--- config.mk ---
export PLATFORM = sky130hd
export DESIGN_NAME = pc_sequencer
export DESIGN_NICKNAME = d
export VERILOG_FILES = /design/src/rtl/pc_ctrl_pkg.sv /design/src/rtl/pc_branch_eval.sv /design/src/rtl/pc_sequencer.sv
export SDC_FILE = /design/constraint.sdc
export NUM_CORES = 1
export LEC_CHECK = 0
export ABC_AREA = 1
export BUFFER_PORTS_ARGS = -buffer_cell sky130_fd_sc_hd__buf_2
export CORE_UTILIZATION = 47
export DETAILED_ROUTE_END_ITERATION = 8
export GPL_TIMING_DRIVEN = 0
export PLACE_DENSITY_LB_ADDON = 0.15
export SYNTH_ARGS = -nofsm -noshare
export SYNTH_HDL_FRONTEND = slang
export SYNTH_HIERARCHICAL = 1
export SYNTH_SLANG_ARGS = --single-unit
--- constraint.sdc ---
create_clock -name clk -period 1.7 [get_ports clk]
set_input_delay 0.17 -clock clk [delete_from_list [all_inputs] [get_ports clk]]
set_output_delay 0.17 -clock clk [all_outputs]
set_load 0.01 [all_outputs]
--- src/rtl/pc_ctrl_pkg.sv ---
// ============================================================================
// Module   : pc_ctrl_pkg
// Purpose  : Shared encodings for the PC sequencer: PC modes, op codes,
//            fault codes and sequencer states.
// Revision : 1.0
// ============================================================================
`default_nettype none

package pc_ctrl_pkg;

   localparam logic [1:0] C_MODE_STEP = 2'b00;
   localparam logic [1:0] C_MODE_LOAD = 2'b01;
   localparam logic [1:0] C_MODE_POP  = 2'b10;
   localparam logic [1:0] C_MODE_PUSH = 2'b11;

   localparam logic [2:0] C_OP_NOP  = 3'b000;
   localparam logic [2:0] C_OP_JMP  = 3'b001;
   localparam logic [2:0] C_OP_JZ   = 3'b010;
   localparam logic [2:0] C_OP_JC   = 3'b011;
   localparam logic [2:0] C_OP_CALL = 3'b100;
   localparam logic [2:0] C_OP_RET  = 3'b101;
   localparam logic [2:0] C_OP_HALT = 3'b110;
   localparam logic [2:0] C_OP_RSVD = 3'b111;

   localparam logic [1:0] C_FLT_NONE      = 2'b00;
   localparam logic [1:0] C_FLT_OVERFLOW  = 2'b01;
   localparam logic [1:0] C_FLT_UNDERFLOW = 2'b10;
   localparam logic [1:0] C_FLT_TIMEOUT   = 2'b11;

   typedef enum logic [2:0] {
      ST_FETCH  = 3'd0,
      ST_EXEC   = 3'd1,
      ST_UPDATE = 3'd2,
      ST_HALT   = 3'd3,
      ST_FAULT  = 3'd4
   } state_t;

endpackage

`default_nettype wire

--- src/rtl/pc_branch_eval.sv ---
// ============================================================================
// Module   : pc_branch_eval
// Purpose  : Combinational op decode: PC mode and whether control transfers
//            to the op target (unconditional, call, or condition met).
// Revision : 1.0
// ============================================================================
`default_nettype none

module pc_branch_eval
   import pc_ctrl_pkg::*;
(
   input  logic [2:0] op_code,
   input  logic       flag_z,
   input  logic       flag_c,
   output logic       taken,
   output logic [1:0] mode
);

   always_comb begin
      taken = 1'b0;
      mode  = C_MODE_STEP;
      case (op_code)
         C_OP_JMP: begin
            taken = 1'b1;
            mode  = C_MODE_LOAD;
         end
         C_OP_JZ: begin
            taken = flag_z;
            mode  = flag_z ? C_MODE_LOAD : C_MODE_STEP;
         end
         C_OP_JC: begin
            taken = flag_c;
            mode  = flag_c ? C_MODE_LOAD : C_MODE_STEP;
         end
         C_OP_CALL: begin
            taken = 1'b1;
            mode  = C_MODE_PUSH;
         end
         C_OP_RET: begin
            mode  = C_MODE_POP;
         end
         default: begin
            taken = 1'b0;
            mode  = C_MODE_STEP;
         end
      endcase
   end

endmodule

`default_nettype wire

--- src/rtl/pc_sequencer.sv ---
// ============================================================================
// Module   : pc_sequencer
// Purpose  : Fetch/execute/update control FSM driving the 8-bit program
//            counter, with call-depth tracking and fault trapping.
// Revision : 1.0
// ============================================================================
`default_nettype none

module pc_sequencer
   import pc_ctrl_pkg::*;
#(
   parameter int STACK_DEPTH   = 32,
   parameter int FETCH_TIMEOUT = 15
) (
   input  logic       clk,
   input  logic       rst,
   input  logic [7:0] pc_value,
   output logic [1:0] pc_mode,
   output logic [7:0] pc_target,
   output logic       pc_en_a,
   output logic       mem_req,
   input  logic       mem_ack,
   input  logic       op_valid,
   output logic       op_ready,
   input  logic [2:0] op_code,
   input  logic [7:0] op_target,
   input  logic       flag_z,
   input  logic       flag_c,
   input  logic       resume,
   output logic       halted,
   output logic       fault,
   output logic [1:0] fault_code,
   output logic [5:0] depth
);

   localparam logic [5:0] C_DEPTH_MAX = 6'(STACK_DEPTH);
   localparam logic [3:0] C_TMO_LAST  = 4'(FETCH_TIMEOUT - 1);

   state_t     r_state;
   state_t     w_next;
   logic [5:0] r_depth;
   logic [3:0] r_tmo;
   logic [1:0] r_fault_code;
   logic [1:0] w_fault_code;
   logic [2:0] r_op;
   logic [7:0] r_target;
   logic [1:0] r_mode;
   logic       r_taken;
   logic       w_br_taken;
   logic [1:0] w_br_mode;

   pc_branch_eval u_branch_eval (
      .op_code (op_code),
      .flag_z  (flag_z),
      .flag_c  (flag_c),
      .taken   (w_br_taken),
      .mode    (w_br_mode)
   );

   always_ff @(posedge clk) begin
      if (rst) r_state <= ST_FETCH;
      else     r_state <= w_next;
   end

   always_comb begin
      w_next       = r_state;
      w_fault_code = r_fault_code;
      pc_mode      = C_MODE_LOAD;
      pc_target    = pc_value;
      pc_en_a      = 1'b0;
      mem_req      = 1'b0;
      op_ready     = 1'b0;
      halted       = 1'b0;
      fault        = 1'b0;
      case (r_state)
         ST_FETCH: begin
            mem_req = 1'b1;
            pc_en_a = 1'b1;
            // An acknowledge on the last allowed cycle still wins over the timeout.
            if (mem_ack) begin
               w_next = ST_EXEC;
            end else if (r_tmo == C_TMO_LAST) begin
               w_next       = ST_FAULT;
               w_fault_code = C_FLT_TIMEOUT;
            end
         end
         ST_EXEC: begin
            op_ready = 1'b1;
            if (op_valid) begin
               w_next = ST_UPDATE;
               if (op_code == C_OP_HALT) begin
                  w_next = ST_HALT;
               end else if (op_code == C_OP_CALL && r_depth == C_DEPTH_MAX) begin
                  w_next       = ST_FAULT;
                  w_fault_code = C_FLT_OVERFLOW;
               end else if (op_code == C_OP_RET && r_depth == 6'd0) begin
                  w_next       = ST_FAULT;
                  w_fault_code = C_FLT_UNDERFLOW;
               end
            end
         end
         ST_UPDATE: begin
            pc_mode   = r_mode;
            pc_target = r_taken ? r_target : pc_value;
            w_next    = ST_FETCH;
         end
         ST_HALT: begin
            halted = 1'b1;
            if (resume) w_next = ST_UPDATE;
         end
         ST_FAULT: begin
            fault = 1'b1;
         end
         default: begin
            w_next = ST_FETCH;
         end
      endcase
   end

   always_ff @(posedge clk) begin
      if (rst) begin
         r_depth      <= 6'd0;
         r_tmo        <= 4'd0;
         r_fault_code <= C_FLT_NONE;
         r_op         <= C_OP_NOP;
         r_target     <= 8'd0;
         r_mode       <= C_MODE_STEP;
         r_taken      <= 1'b0;
      end else begin
         case (r_state)
            ST_FETCH: r_tmo <= mem_ack ? 4'd0 : r_tmo + 4'd1;
            ST_EXEC: begin
               if (op_valid) begin
                  r_op     <= op_code;
                  r_target <= op_target;
                  r_mode   <= w_br_mode;
                  r_taken  <= w_br_taken;
               end
            end
            ST_UPDATE: begin
               if (r_op == C_OP_CALL)     r_depth <= r_depth + 6'd1;
               else if (r_op == C_OP_RET) r_depth <= r_depth - 6'd1;
            end
            ST_HALT: begin
               // Leaving HALT replays as a NOP so the PC steps past the halt.
               if (resume) begin
                  r_op    <= C_OP_NOP;
                  r_mode  <= C_MODE_STEP;
                  r_taken <= 1'b0;
               end
            end
            default: ;
         endcase
         if (w_next == ST_FAULT && r_state != ST_FAULT) r_fault_code <= w_fault_code;
      end
   end

   assign fault_code = r_fault_code;
   assign depth      = r_depth;

endmodule

`default_nettype wire

==> flow_summary.yaml <==
synth:
  yosysTopAreaCell: "dfxtp_1"
  synth.most_common_cell: "nand2_1"
  synth_cell_types: 31
  yosys.area.top_type_share_pct: 33.1
  synth_seq_cells: 29
  syn_area_per_cell_sq_um: 6.88
  synth_commonest_cells: "51 x nand2_1, 47 x nor2_1, 32 x inv_1"
  synth-main-ff-cell: "dfxtp_1"
  syn-instance-count: 255
  ys_warn_count: 6
  async_flop_share_pct: 0
  yosys-top-cells-area: "dfxtp_1 33%, nand2_1 11%, nor2_1 10%, inv_1 6.8%, mux2_2 5.1%"
  synth_edf_count: 0
  syn-num-nets: 288
  syn_area_sq_mm: 0.00175
  ys_seq_area_share_pct: 33.1
power_and_ir_drop:
  p_comb_share_pct: 15.9
  leakagePower_uw: 0.00115
  swShare_pct: 24.3
  p_per_area_mw_per_mm2: 778
  power_frac_seq_pct: 38.6
  switching_power_uw: 455
  p_int_uw: 1420
  power_frac_clock_pct: 45.5
  vdd_drop_max_v: 0.000844
  power_uw: 1870
outcome:
  outcome: "finished clean"
timing:
  fmax_ghz: 0.608
  fin_worst_skew_ns: 0.00801
  finalSetupViolCount: 0
  relSlewSlack_pct: 70.7
  finalWorstSetupSlack_ns: 0.0556
  rsz0062_at_grt: "true"
  min_period_ns: 1.64
  holdWs_ns: 0.115
  finalHoldViolCount: 0
  finalMaxSlewViolations: 0
  worstMarginPinSlew_ns: 0.439
  period_share_pct: 96.7
die:
  io_pins: 49
  fp.coreArea_sq_mm: 0.00344
  dieArea_sq_mm: 0.00398
  start_util_pct: 51.0
  die_h_um: 63.1
  rows: 21
  die_x_um: 63.1
place:
  dp_hpwl_mm: 2.94
  finalWeightedCongestion: 0.839
  place_ws_ns: -0.104
  placed_area_sq_mm: 0.00205
  numPortBuffers: 48
grt:
  grt_remaining_overflow: 0
  antenna_found_initial: 0
  grt_first_pass_wirelength_mm: 6.80
  grtUsageTotal_pct: 22.4
  first_global_vias: 1583
  grt_max_degree: 11
finish:
  multi_input_area_sq_mm: 0.00109
  area_growth_syn_to_layout_pct: 37.4
  fin_area_sq_mm: 0.00241
  drive_above_1_share_pct: 34.1
  fillers: 305
  seq_area_sq_um: 594
  antenna_cells: 0
  final_core_util_pct: 70.0
  final_nets: 352
setup_path:
  path_class: "reg2out"
  cp.arrival_ns: 1.47
  cp-end-kind: "output pin"
  r2r_cells: 11
  critPathCapture: "pc_target[5]"
  critPathMaxFanout: 8
  crit_start: "r_state[0]$_SDFF_PP0_"
  worst_setup_path_start_kind: "flop"
  r2r_start: "r_op[1]$_SDFFE_PP0P_"
  required_ns: 1.53
  rrSetupSlack_ns: 0.09
  r2r_end: "depth[4]$_SDFFE_PP0P_"
clocking:
  cts_buffer_depth: 2
  clock_latency_ns: 0.29
  ctsHtreeMaxLevel: 2
  clockRootBuffer: "clkbuf_8"
  cts_hold_buf: 0
  cts_made_buffers: 5
  cts_tree: "built"
  path_clk_slew_ns: 0.07
  clock-sinks: 29
routing:
  detail_route.wl_per_cell_um: 11.7
  drt_iter0_markers: 81
  ant_nets: 0
  viasPerCell: 4.81
  vias: 1759
  drc_errors: 0
  routed_wl_mm: 4.27
  dr.pass1.iters: 4
flow_run:
  cap_violations: 0
worst_hold_path:
  hp-class: "in2reg"
==> cells by family (layout without fill, tap and decap cells) <==
group,count (synthesis),after routing,synth area share (%)
AOI/OAI and AO/OA,32,32,9.63
xor gates and xnor gates,3,3,1.50
adders and majority gates,7,7,5.42
buffers and inverters,43,108,10.3
DFF,29,29,33.1
muxes,8,8,5.14
and+or+nand+nor,133,133,34.9
==> layer usage <==
metal | vias to the layer above | track usage, % | wire length (um)
li1 | 934 | - | -
met1 | 777 | 26.2 | 1890
met2 | 42 | 37.2 | 2100
met3 | 6 | 7.07 | 201
met4 | 0 | 9.59 | 75
met5 | - | 0 | 0
==> critical path, stage by stage (launching register included) <==
cell	delay (ns)
dfxtp_4	0.36
inv_4	0.06
nand3_4	0.08
nor2_4	0.11
buf_12	0.14
mux2_4	0.30
buf_2	0.14
==> layout make-up <==
cell class	count	share of cell area, %
tap	46	2.39
multi-input combinational	183	45.1
clock inverter	3	2.70
sequential	29	24.7
inverter	38	6.13
buffer	5	1.61
clock buffer	5	2.86
timing repair buffer	57	14.6
==> repair_timing <==
action                     in CTS  in global routing
buffers inserted                3                  6
gates resized for setup        13                 22
setup endpoints to repair      11                 10
pin swaps                       2                  3
==> how the worst min path moves through the flow <==
stage | startpoint | endpoint | cells past startpoint | slack [ns]
finish | rst | r_state[1]$_SDFF_PP0_ | 2 | 0.12
global route | rst | r_state[1]$_SDFF_PP0_ | 2 | 0.12
CTS | rst | r_state[1]$_SDFF_PP0_ | 2 | 0.11
detailed placement | rst | r_state[1]$_SDFF_PP0_ | 2 | 0.43
global placement | op_target[1] | r_target[1]$_SDFFE_PP0P_ | 3 | 0.42
floorplan | rst | r_state[1]$_SDFF_PP0_ | 1 | 0.24
==> per-stage QoR <==
step           setup TNS [ns]  std cells
3_5_place_dp           -0.302        349
2_1_floorplan               0        255
3_3_place_gp           -0.264        349
4_1_cts                     0        360
5_1_grt               -0.0818        366
6_report                    0        366
==> cell usage in the layout, fill, tap and decap left out, drive strengths merged <==
master and count:
a21oi 16, buf 61, bufinv 2, clkbuf 6, clkinv 2, dfxtp 29
fa 1, ha 6, inv 37, mux2 8, nand2 53, nand3 17
nand3b 1, nand4 2, nor2 53, nor3 3, o21ai 13, o21bai 1
o22ai 2, or2 4, xnor2 1, xor2 2
==> registers in the layout (all words and copies together), names as in the netlist <==
name and cells:
r_op 3, r_taken 1, fault_code 2, depth 6, r_tmo 4, r_state 3
r_target 8, r_mode 2
==> power groups by stage <==
stage	Clock [uW]	Sequential (uW)	Combinational (uW)
floorplan	0	735	174
global placement	0	737	257
detailed placement	0	738	259
CTS	868	724	269
global route	909	725	333
finish	853	723	298
Power figures use the tool's default switching activity.
